===== config.mk =====
export PLATFORM = sky130hd
export DESIGN_NAME = jk_mod_counter_flat
export DESIGN_NICKNAME = d
export VERILOG_FILES = /design/src/rtl/jk_mod_counter_pkg.sv /design/src/rtl/jk_mod_counter_if.sv /design/src/rtl/jk_mod_counter_jk_ff_ar.sv /design/src/rtl/jk_mod_counter.sv /design/src/flat_wrapper.sv
export SDC_FILE = /design/constraint.sdc
export NUM_CORES = 1
export LEC_CHECK = 0
export ABC_AREA = 1
export ABC_CLOCK_PERIOD_IN_PS = 2800
export BUFFER_PORTS_ARGS = -buffer_cell sky130_fd_sc_hd__buf_2
export CORE_MARGIN = 1.5
export CORE_UTILIZATION = 41
export CTS_CLUSTER_DIAMETER = 120
export CTS_CLUSTER_SIZE = 12
export DETAILED_ROUTE_END_ITERATION = 8
export PLACE_DENSITY_LB_ADDON = 0.2
export SYNTH_ARGS = -nofsm -noshare
export SYNTH_HDL_FRONTEND = slang
export SYNTH_SLANG_ARGS = --single-unit

===== constraint.sdc =====
create_clock -name CLK -period 2.8 [get_ports CLK]
set_clock_uncertainty 0.05 [all_clocks]
set_input_delay 0.56 -clock CLK [delete_from_list [all_inputs] [get_ports CLK]]
set_output_delay 0.56 -clock CLK [all_outputs]
set_load 0.01 [all_outputs]

===== src/rtl/jk_mod_counter_pkg.sv =====
// Shared constants and helpers for the JK-flip-flop modulo counter.
package jk_mod_counter_pkg;

  // J/K drive encodings, written as {J, K}.
  localparam logic [1:0] JK_HOLD = 2'b00;
  localparam logic [1:0] JK_RST  = 2'b01;
  localparam logic [1:0] JK_SET  = 2'b10;
  localparam logic [1:0] JK_TOG  = 2'b11;

  // True when the WIDTH/MODULUS pair describes a buildable counter.
  function automatic bit params_legal(input int width, input int modulus);
    return (width >= 32'sd1) && (width <= 32'sd16) &&
           (modulus >= 32'sd2) && (modulus <= (32'sd1 << width));
  endfunction

endpackage


===== src/rtl/jk_mod_counter_if.sv =====
// Control/status bundle of the modulo counter; the master drives the controls.
interface jk_mod_counter_if #(
  parameter int WIDTH = 3
);
  logic             en;
  logic             dir;
  logic             sat;
  logic             clr;
  logic             load;
  logic [WIDTH-1:0] load_val;
  logic [WIDTH-1:0] q;
  logic             tc;
  logic             wrap;
  logic             done;
  logic             load_err;

  modport master (
    output en, dir, sat, clr, load, load_val,
    input  q, tc, wrap, done, load_err
  );

  modport slave (
    input  en, dir, sat, clr, load, load_val,
    output q, tc, wrap, done, load_err
  );
endinterface


===== src/rtl/jk_mod_counter_jk_ff_ar.sv =====
// Single JK flip-flop with asynchronous active-high reset.
module jk_ff_ar
  import jk_mod_counter_pkg::*;
(
  input  logic CLK,
  input  logic rst,
  input  logic J,
  input  logic K,
  output logic Q
);

  // JK state update: hold, reset, set or toggle on the rising edge.
  always_ff @(posedge CLK or posedge rst) begin
    if (rst) begin
      Q <= 1'b0;
    end else begin
      case ({J, K})
        JK_HOLD: Q <= Q;
        JK_RST:  Q <= 1'b0;
        JK_SET:  Q <= 1'b1;
        JK_TOG:  Q <= ~Q;
        default: Q <= Q;
      endcase
    end
  end

endmodule


===== src/rtl/jk_mod_counter.sv =====
// Modulo-MODULUS up/down counter whose state bits live in JK flip-flops.
// Priority per edge is clr > load > en > hold; the end of range either
// wraps (with a one-cycle wrap pulse) or saturates (setting sticky done).
module jk_mod_counter
  import jk_mod_counter_pkg::*;
#(
  parameter int WIDTH   = 3,
  parameter int MODULUS = 8
) (
  input  logic               CLK,
  input  logic               rst,
  jk_mod_counter_if.slave    bus
);

  if (!params_legal(WIDTH, MODULUS)) begin : g_param_err
    $error("jk_mod_counter: WIDTH must be 1..16 and MODULUS 2..2**WIDTH");
  end

  localparam logic [WIDTH-1:0] MAX_V  = WIDTH'(MODULUS - 1);
  localparam logic [WIDTH-1:0] ZERO_V = {WIDTH{1'b0}};

  logic [WIDTH-1:0] w_q;
  logic [WIDTH-1:0] w_next;
  logic [WIDTH-1:0] w_j;
  logic [WIDTH-1:0] w_k;
  logic [WIDTH-1:0] w_load_val;
  logic             w_at_max;
  logic             w_at_zero;
  logic             w_wrap_nxt;
  logic             w_done_nxt;
  logic             w_lerr_nxt;
  logic             r_wrap;
  logic             r_done;
  logic             r_load_err;

  assign w_load_val = bus.load_val;
  assign w_at_max   = (w_q == MAX_V);
  assign w_at_zero  = (w_q == ZERO_V);

  // Priority-resolved next count and next flag values.
  always_comb begin
    w_next     = w_q;
    w_wrap_nxt = 1'b0;
    w_lerr_nxt = 1'b0;
    w_done_nxt = r_done;
    if (bus.clr) begin
      w_next     = ZERO_V;
      w_done_nxt = 1'b0;
    end else if (bus.load) begin
      w_done_nxt = 1'b0;
      if (w_load_val <= MAX_V) begin
        w_next = w_load_val;
      end else begin
        // Out-of-range load clamps to the top of the range and flags it.
        w_next     = MAX_V;
        w_lerr_nxt = 1'b1;
      end
    end else if (bus.en) begin
      if (bus.dir) begin
        if (!w_at_max) begin
          w_next = WIDTH'({1'b0, w_q} + {{WIDTH{1'b0}}, 1'b1});
        end else if (bus.sat) begin
          w_done_nxt = 1'b1;
        end else begin
          w_next     = ZERO_V;
          w_wrap_nxt = 1'b1;
        end
      end else begin
        if (!w_at_zero) begin
          w_next = WIDTH'({1'b0, w_q} - {{WIDTH{1'b0}}, 1'b1});
        end else if (bus.sat) begin
          w_done_nxt = 1'b1;
        end else begin
          w_next     = MAX_V;
          w_wrap_nxt = 1'b1;
        end
      end
    end else begin
      w_next = w_q;
    end
  end

  // Convert the next value into per-bit J/K drives (never uses toggle).
  always_comb begin
    w_j = w_next & ~w_q;
    w_k = ~w_next & w_q;
  end

  for (genvar gi = 0; gi < WIDTH; gi++) begin : g_bit
    jk_ff_ar u_ff (
      .CLK (CLK),
      .rst (rst),
      .J   (w_j[gi]),
      .K   (w_k[gi]),
      .Q   (w_q[gi])
    );
  end

  // Registered status flags: wrap/load_err pulses and sticky done.
  always_ff @(posedge CLK or posedge rst) begin
    if (rst) begin
      r_wrap     <= 1'b0;
      r_done     <= 1'b0;
      r_load_err <= 1'b0;
    end else begin
      r_wrap     <= w_wrap_nxt;
      r_done     <= w_done_nxt;
      r_load_err <= w_lerr_nxt;
    end
  end

  assign bus.q        = w_q;
  assign bus.tc       = (bus.dir & w_at_max) | (~bus.dir & w_at_zero);
  assign bus.wrap     = r_wrap;
  assign bus.done     = r_done;
  assign bus.load_err = r_load_err;

endmodule


===== src/flat_wrapper.sv =====
// flat-port wrapper written by rule: the top's interface ports become plain ports
module jk_mod_counter_flat import jk_mod_counter_pkg::*;
#(
  parameter int WIDTH   = 3,
  parameter int MODULUS = 8
)
  (CLK, rst, bus_en, bus_dir, bus_sat, bus_clr, bus_load, bus_load_val, bus_q, bus_tc, bus_wrap, bus_done, bus_load_err);
  jk_mod_counter_if #(.WIDTH(WIDTH)) bus_i ();
  input  logic CLK;
  input  logic rst;
  input wire logic [$bits(bus_i.en)-1:0] bus_en;
  input wire logic [$bits(bus_i.dir)-1:0] bus_dir;
  input wire logic [$bits(bus_i.sat)-1:0] bus_sat;
  input wire logic [$bits(bus_i.clr)-1:0] bus_clr;
  input wire logic [$bits(bus_i.load)-1:0] bus_load;
  input wire logic [$bits(bus_i.load_val)-1:0] bus_load_val;
  output wire logic [$bits(bus_i.q)-1:0] bus_q;
  output wire logic [$bits(bus_i.tc)-1:0] bus_tc;
  output wire logic [$bits(bus_i.wrap)-1:0] bus_wrap;
  output wire logic [$bits(bus_i.done)-1:0] bus_done;
  output wire logic [$bits(bus_i.load_err)-1:0] bus_load_err;
  assign bus_i.en = bus_en;
  assign bus_i.dir = bus_dir;
  assign bus_i.sat = bus_sat;
  assign bus_i.clr = bus_clr;
  assign bus_i.load = bus_load;
  assign bus_i.load_val = bus_load_val;
  assign bus_q = bus_i.q;
  assign bus_tc = bus_i.tc;
  assign bus_wrap = bus_i.wrap;
  assign bus_done = bus_i.done;
  assign bus_load_err = bus_i.load_err;
  jk_mod_counter #(.WIDTH(WIDTH), .MODULUS(MODULUS)) u_core (.CLK(CLK), .rst(rst), .bus(bus_i));
endmodule

## Yosys cells after proc, flatten, opt, wreduce, memory -nomap -nowiden

Index checks and enable logic that the tools add are counted.

- $add $sub $neg: 2
- $lt $le $gt $ge: 1
- Eq/ne operators: 11
- Muxes and demuxes: 29
- Bitwise operators: 11
- Reduce and logical (&&, ||, !) cells: 7

Operators by type and width:

| operator | count |
|---|---|
| 2-to-1 mux 3 bit | 9 |
| 2-to-1 mux 1 bit | 17 |
| equality test 2 bit (second input constant) | 6 |
| one-hot mux 1 bit (3 select lines) | 3 |
| bitwise AND 3 bit | 2 |
| equality test 2 x 1 -> 1 bit (second input constant) | 3 |
| zero test 2 bit | 3 |
| NOT 3 bit | 2 |
| != test 4 x 1 -> 1 bit (second input constant) | 1 |
| NOT 1 bit | 4 |
| nonzero test 4 bit | 1 |
| adder 3 x 1 -> 3 bit (second input constant) | 1 |
| equality test 3 bit (second input constant) | 1 |
| <= comparator 3 bit (second input constant) | 1 |
| zero test 3 bit | 1 |
| AND reduction 3 bit | 1 |
| nonzero test 3 bit | 1 |
| subtractor 3 x 1 -> 3 bit (second input constant) | 1 |
| bitwise AND 1 bit | 2 |
| OR 1 bit | 1 |

- Flip-flop bits (word level): 6
- Bits of input ports: 10
- Output and inout port bits: 7
- Word-level logic and storage cells: 67

## Longest topological paths before layout

Gate-level depths: netlist of the first run.

- Depth after elaboration: 10
- Mapped depth: 13
- Depth with buffers taken out: 13

## Cells and area by module

From an unflattened synthesis of the first run, not the netlist that was laid out.

- Cell total of the unflattened synthesis: 103
- Area total of the unflattened synthesis: 636.9 um2

Modules (own cells, without submodules):

| module | instances | cells an instance | area each (um2) | seq. area each (um2) |
|---|---|---|---|---|
| jk_mod_counter | 1 | 82 | 494.2 | 75.1 |
| jk_ff_ar | 3 | 7 | 47.5 | 25.0 |

## Worst setup path before layout of the first run

OpenSTA, ideal clock, no wires.

- Path kind: reg2reg
- From: reg u_core.g_bit[1].u_ff.Q
- To: reg u_core.g_bit[1].u_ff.Q
- Library setup time: 0.127 ns
- Arrival: 1.536 ns
- Data required time: 2.623 ns
- Path slack: 1.088 ns
- Stages on the path, launching flop included: 10
- Path buffers: 0
- Period minus slack after synthesis: 1.712 ns
- Path through: dfrtp_1 -> inv_1 -> ha_1 -> a21oi_1 -> o21ai_0 -> nand3_1 -> a21oi_1 -> ha_1 -> nor2_1 -> a21oi_1

- Word-level cells in the longest chain between the ends: 10
- Elaborated cells on any way between the ends: 22
- Those cells by class: 2 x add/sub; 4 x eq/ne; 9 x mux; 5 x bitwise; 2 x reduce/logical

RTL lines:

| what | line | RTL |
|---|---|---|
| from (decl) | jk_mod_counter_jk_ff_ar.sv:9 | `output logic Q` |
| from (signal assigned) | jk_mod_counter_jk_ff_ar.sv:21 | `JK_TOG: Q <= ~Q;` |
| subtractor 3 x 1 -> 3 bit, or another cell as far along | jk_mod_counter.sv:70 | `w_next = WIDTH'({1'b0, w_q} - {{WIDTH{1'b0}}, 1'b1});` |
| 2-to-1 mux 3 bit, on equally long branches | jk_mod_counter.sv:69, jk_mod_counter.sv:60 |  |
| 2-to-1 mux 3 bit | jk_mod_counter.sv:59 | `if (bus.dir) begin` |
| 2-to-1 mux 3 bit | jk_mod_counter.sv:58 | `end else if (bus.en) begin` |
| 2-to-1 mux 3 bit | jk_mod_counter.sv:49 | `end else if (bus.load) begin` |
| 2-to-1 mux 3 bit | jk_mod_counter.sv:46 | `if (bus.clr) begin` |
| NOT 3 bit | jk_mod_counter.sv:86 | `w_k = ~w_next & w_q;` |
| bitwise AND 3 bit | jk_mod_counter.sv:86 |  |
| equality test 2 bit / equality test 2 x 1 -> 1 bit (equally long branches) | jk_mod_counter_jk_ff_ar.sv:17 | `case ({J, K})` |
| one-hot mux 1 bit (3 select lines) | jk_mod_counter_jk_ff_ar.sv:17 |  |

Several ways; a longest one is shown, not always the timed one.
A chain may end at the register's enable or synchronous reset.

## Final worst setup path of the first run

- From: reg u_core.g_bit[1].u_ff.Q
- To: out bus_tc

- Word-level cells in the longest chain between the ends: 3
- Elaborated cells on any way between the ends: 5
- Those cells by class: 1 x eq/ne; 3 x bitwise; 1 x reduce/logical

RTL lines:

| what | line | RTL |
|---|---|---|
| equality test 3 bit / zero test 3 bit (equally long branches) | jk_mod_counter.sv:37, jk_mod_counter.sv:38 |  |
| bitwise AND 1 bit | jk_mod_counter.sv:113 | `assign bus.tc = (bus.dir & w_at_max) \| (~bus.dir & w_at_zero);` |
| OR 1 bit (*) | jk_mod_counter.sv:113 |  |
| to (decl) | flat_wrapper.sv:18 | `output wire logic [$bits(bus_i.tc)-1:0] bus_tc;` |

Mark *: on every way between the ends. The rest lies on a longest branch, timed or not.

==> results.cfg, run 1 <==
[floorplan]
num_io_pins = 17
num_rows = 13
core_area_um2 = 1280
die_x_um = 39.7
start_util_pct = 43.0
die_h_um = 39.7
dieArea_um2 = 1580

[synth]
synth_fp_nets = 98
synth_seq_cells = 6
synth_area_leader_cell = dfrtp_1
synth_top_area_share_pct = 27.1
seq_area_frac_synth_pct = 27.1
synth.avg_cell_area_um2 = 6.83
ys_types = 15
synthCells = 81
synth_area_leaders = dfrtp_1 27%, ha_1 16%, nand2_1 12%
synth.cell_area_um2 = 553
synth-warning-count = 0

[global_routing]
grt_pass1_vias = 466
grt_use_total_pct = 17.6
overflow = 0
grt_pass1_wl_mm = 1.86
antenna_found_initial = 0
grt_max_degree = 8

[timing]
hold_ws_ps = 175
finalMaxSlewViolations = 0
period_share_pct = 74.2
timing_hold_violations_final = 0
rsz0062_at_grt = no
max_freq_mhz = 481
setup_viol = 0
finalSetupTns_ps = 0
period_minus_slack_ps = 2080

[clock_network]
cts_htree_levels = 1
clock_path_buffers = 2
clk_pin_slew_worst_paths_ps = 40
clock-sinks = 6
root_buffer = clkbuf_4
numCtsBuffers = 3
post_cts_resized = 0
post_cts_buffers = 0
cts_tree = built
hold_buffers = 0
insertion_delay_ps = 240

[pwr]
powerDensity_nw_per_um2 = 851
power.total_w = 0.000555
ir_worst_vdd_uv = 331
p_leak_nw = 0.379

[route]
drt-wirelength-per-cell_um = 10.2
routed_wl_mm = 1.14
vias = 546
drc_errors = 0
drt-initial-drc-count = 6
viasPerCell = 4.88
drtPass1Iterations = 4
final_antenna_net_count = 0

[worst_setup_path]
path_buf_inv = 3
r2r_cells = 10
setup.worst_path.end_class = primary output
crit_arrival_ps = 1470
worstSetupStartpointType = flip-flop
rrSetupSlack_ps = 910
cpPeakStageDelay_ps = 420
crit_chain = inv_1 -> ha_1 -> nand2_2 -> nand2_2 -> nand2_2 -> inv_2 -> buf_2
crit_required_ps = 2190
critPathKind = flip-flop to primary output
crit_family = flip-flops
r2r_start = u_core.g_bit[1].u_ff.Q
cp_slowest_cell = dfrtp_1
worstReg2RegEnd = u_core.g_bit[0].u_ff.Q
cpMostUsedCell = nand2_2
cp_max_fo = 6

[flow_run]
maxCapViolCount = 0

[cells_and_area]
mostFrequentLayoutCells = 18 x nand2_1, 16 x buf_2, 11 x inv_1, 11 x a21oi_1, 7 x ha_1
nNetsFinal = 116
area_growth_pct = 17.9
multi_input_area_um2 = 332
regArea_um2 = 150
layout_commonest_cell = nand2_1
n_antenna_cell = 0
drive_gt1_share_pct = 27.8
final_cell_area_um2 = 652
nFillCells = 147

[placement]
place_area_um2 = 629
globalplace.congestion = 0.805
io_buffers = 16
dp_hpwl_um = 960

[min_path]
hold_class = input pin to asynchronous set/reset pin

[run_status]
status = completed
[how the worst max path moves through the flow]
stage	start	depth (start not counted)	slack, ps	end
6_report	u_core.g_bit[1].u_ff.Q	7	720	bus_tc
5_1_grt	u_core.g_bit[1].u_ff.Q	7	610	bus_tc
4_1_cts	u_core.g_bit[1].u_ff.Q	7	720	bus_tc
3_5_place_dp	u_core.g_bit[1].u_ff.Q	9	920	u_core.g_bit[1].u_ff.Q
3_3_place_gp	u_core.g_bit[1].u_ff.Q	9	950	u_core.g_bit[1].u_ff.Q
2_1_floorplan	u_core.g_bit[1].u_ff.Q	9	1090	u_core.g_bit[1].u_ff.Q
[per-layer routing]
metal	wire (µm)	track usage [%]	vias to the layer above
met5	0	0	-
met4	0	0	0
met3	61	8.52	0
met2	551	29.1	13
met1	530	21.8	242
li1	-	-	291
[stage by stage]
step                      std cells  utilization [%]  worst slack, ps
after global routing            112             50.7              605
after floorplan                  81                -             1090
after detailed placement        109             49.0              922
final                           112             50.7              722
after global placement          109             49.0              953
after CTS                       112             50.7              715
[registers in the layout, summed over array words and instances, names as in the netlist]
| register | flops |
|---|---|
| u_core.bus.load_err | 1 |
| u_core.bus.done | 1 |
| u_core.g_bit.u_ff.Q | 3 |
| u_core.bus.wrap | 1 |
[area by class of cell]
class,count,share of cell area [%]
inverter,13,7.49
multi-input combinational,59,50.9
sequential,6,23.0
tap,15,2.88
timing repair buffer,16,12.3
clock buffer,3,3.45
[report_power, final]
group | internal, W | switching [W]
combinational | 0.000131 | 0.000199
sequential | 0.000112 | 0.0000354
clock | 0.0000484 | 0.0000293
total | 0.000291 | 0.000263
[synth_stat cells (all sizes together)]
library cell and number:
buf 3, nor4 1, inv 13, dfrtp 6
a21oi 12, nor2 6, o21ai 4, nand3 6
ha 7, nand2 22, conb 1
[logic make-up (layout without fill, tap and decap cells)]
family	after synthesis	after routing	share of synthesized area, %
and+or+nand+nor	35	35	28.3
AOI/OAI and AO/OA	16	16	15.2
buffers and inverters	16	32	12.9
adders and majority gates	7	7	15.8
DFF	6	6	27.1
other	1	1	0.678
Note: power is estimated with default switching activity, not from simulation.
==> run 2: changes to the inputs <==
Settings changed: ABC_CLOCK_PERIOD_IN_PS 2800 to 2200.
Clock period 2.8 ns to 2.2 ns, I/O delays scaled along.
==> run 2 against run 1 <==
  * Worst setup slack worse by 460 ps
  * Cell count unchanged
  * Critical path depth unchanged
  * Power up 27%
  * Via count down 3.3%
  * Global-route usage down 1.3 points
  * Die area unchanged
  * Utilization unchanged
  * Register-to-register slack worse by 590 ps
  * Sequential power up 29%
  * Sequential cell count unchanged
  * Clock power up 25%
==> results.cfg, run 2 (same netlist as run 1, synthesis figures left out) <==
[run_status]
status = completed

[timing]
timing_hold_violations_final = 0
setup_viol = 0
rsz0062_at_grt = no
period_share_pct = 88.1
max_freq_mhz = 516
finalSetupTns_ps = 0
period_minus_slack_ps = 1940
hold_ws_ps = 52.7
finalMaxSlewViolations = 0

[worst_setup_path]
cp_max_fo = 6
cpPeakStageDelay_ps = 420
worstSetupStartpointType = flip-flop
crit_chain = inv_1 -> ha_1 -> nand2_2 -> nand2_2 -> nand2_2 -> inv_2 -> buf_2
crit_required_ps = 1710
cp_slowest_cell = dfrtp_1
cpMostUsedCell = nand2_2
critPathKind = flip-flop to primary output
setup.worst_path.end_class = primary output
crit_arrival_ps = 1450

[cells_and_area]
fin_util_pct = 50.7
top_register = u_core.g_bit.u_ff.Q
n_antenna_cell = 0
drive_gt1_share_pct = 27.8
mostFrequentLayoutCells = 18 x nand2_1, 16 x buf_2, 11 x inv_1, 11 x a21oi_1, 7 x ha_1
largest_register_ffs = 3
area_growth_pct = 17.9
nNetsFinal = 116
nFillCells = 138
layout_commonest_cell = nand2_1

[pwr]
pwr-share-seq_pct = 26.8
netSwitchingPower_w = 0.000335
sw_frac_of_total_pct = 47.5
clock_power_share_pct = 13.8
power.total_w = 0.000706
ir_worst_vdd_uv = 530
power_frac_comb_pct = 59.4
internal_power_w = 0.000371
p_leak_nw = 0.379
powerDensity_nw_per_um2 = 1080

[clock_network]
root_buffer = clkbuf_4
post_cts_buffers = 0
cts_htree_levels = 1
clock-sinks = 6
insertion_delay_ps = 240
post_cts_resized = 0
numCtsBuffers = 3
cts_tree = built
clk_pin_slew_worst_paths_ps = 40
clock_path_buffers = 2
hold_buffers = 0

[floorplan]
dieArea_um2 = 1580
die_h_um = 39.7
core_area_um2 = 1280
num_rows = 13
start_util_pct = 43.0
die_x_um = 39.7
num_io_pins = 17

[route]
viasPerCell = 4.71
drt-initial-drc-count = 13
drc_errors = 0
vias = 528
routed_wl_mm = 1.08
final_antenna_net_count = 0
drt-wirelength-per-cell_um = 9.67
drtPass1Iterations = 4

[global_routing]
grt_pass1_vias = 433
grt_use_total_pct = 16.4
antenna_found_initial = 0
overflow = 0
grt_max_degree = 8
grt_pass1_wl_mm = 1.69

[flow_run]
maxCapViolCount = 0

[min_path]
hold_class = input pin to asynchronous set/reset pin

[placement]
dp_hpwl_um = 921
globalplace.congestion = 0.787
io_buffers = 16
-- run 2: final timing paths --
kind / start / slack, ps / cells after the start / to
max in group asynchronous: rst / 1860 / 2 / u_core.g_bit[1].u_ff.Q
setup reg to reg: u_core.g_bit[1].u_ff.Q / 320 / 9 / u_core.g_bit[1].u_ff.Q
hold reg to reg: u_core.bus.done / 460 / 2 / u_core.bus.done
hold / removal: rst / 50 / 2 / u_core.g_bit[2].u_ff.Q
min in group CLK: bus_sat / 390 / 2 / u_core.bus.wrap
setup / recovery: u_core.g_bit[1].u_ff.Q / 260 / 7 / bus_tc
-- run 2: stage by stage --
stage / instance area (µm²) / std cells / setup WS [ps]
4_1_cts: 652 / 112 / 249
3_3_place_gp: 629 / 109 / 327
2_1_floorplan: 553 / 81 / 488
3_5_place_dp: 629 / 109 / 319
5_1_grt: 652 / 112 / 158
6_report: 652 / 112 / 262
-- run 2: final cells by class --
type	count	area, µm²	share of cell area [%]
clock buffers	3	22.5	3.45
repair buffers	16	80.1	12.3
flip-flops and latches	6	150	23.0
multi-input cells	59	332	50.9
well taps	15	18.8	2.88
inverters	13	48.8	7.49
-- run 2: critical path, delay by kind of cell (launching register included) --
| family | cells | cell delay (ps) |
|---|---|---|
| DFF | 1 | 420 |
| and+or+nand+nor | 3 | 230 |
| buffers and inverters | 3 | 340 |
| adders and majority gates | 1 | 230 |
-- run 2: power by group through the flow --
stage	Clock, W	Sequential (W)	Combinational [W]
detailed placement	0	0.000191	0.000420
finish	0.0000974	0.000189	0.000420
global route	0.000110	0.000197	0.000476
CTS	0.000102	0.000190	0.000421
floorplan	0	0.000181	0.000356
global placement	0	0.000190	0.000415
-- run 2: routing by layer --
layer  global-route usage (%)  share of wire (%)  routed length [µm]  up-vias
met3                     6.82                3.9                  42        2
met5                        0                  0                   0        -
li1                         -                  -                   -      287
met4                     5.17               0.55                   6        0
met2                     27.0                 49                 532       11
met1                     18.8                 46                 502      228
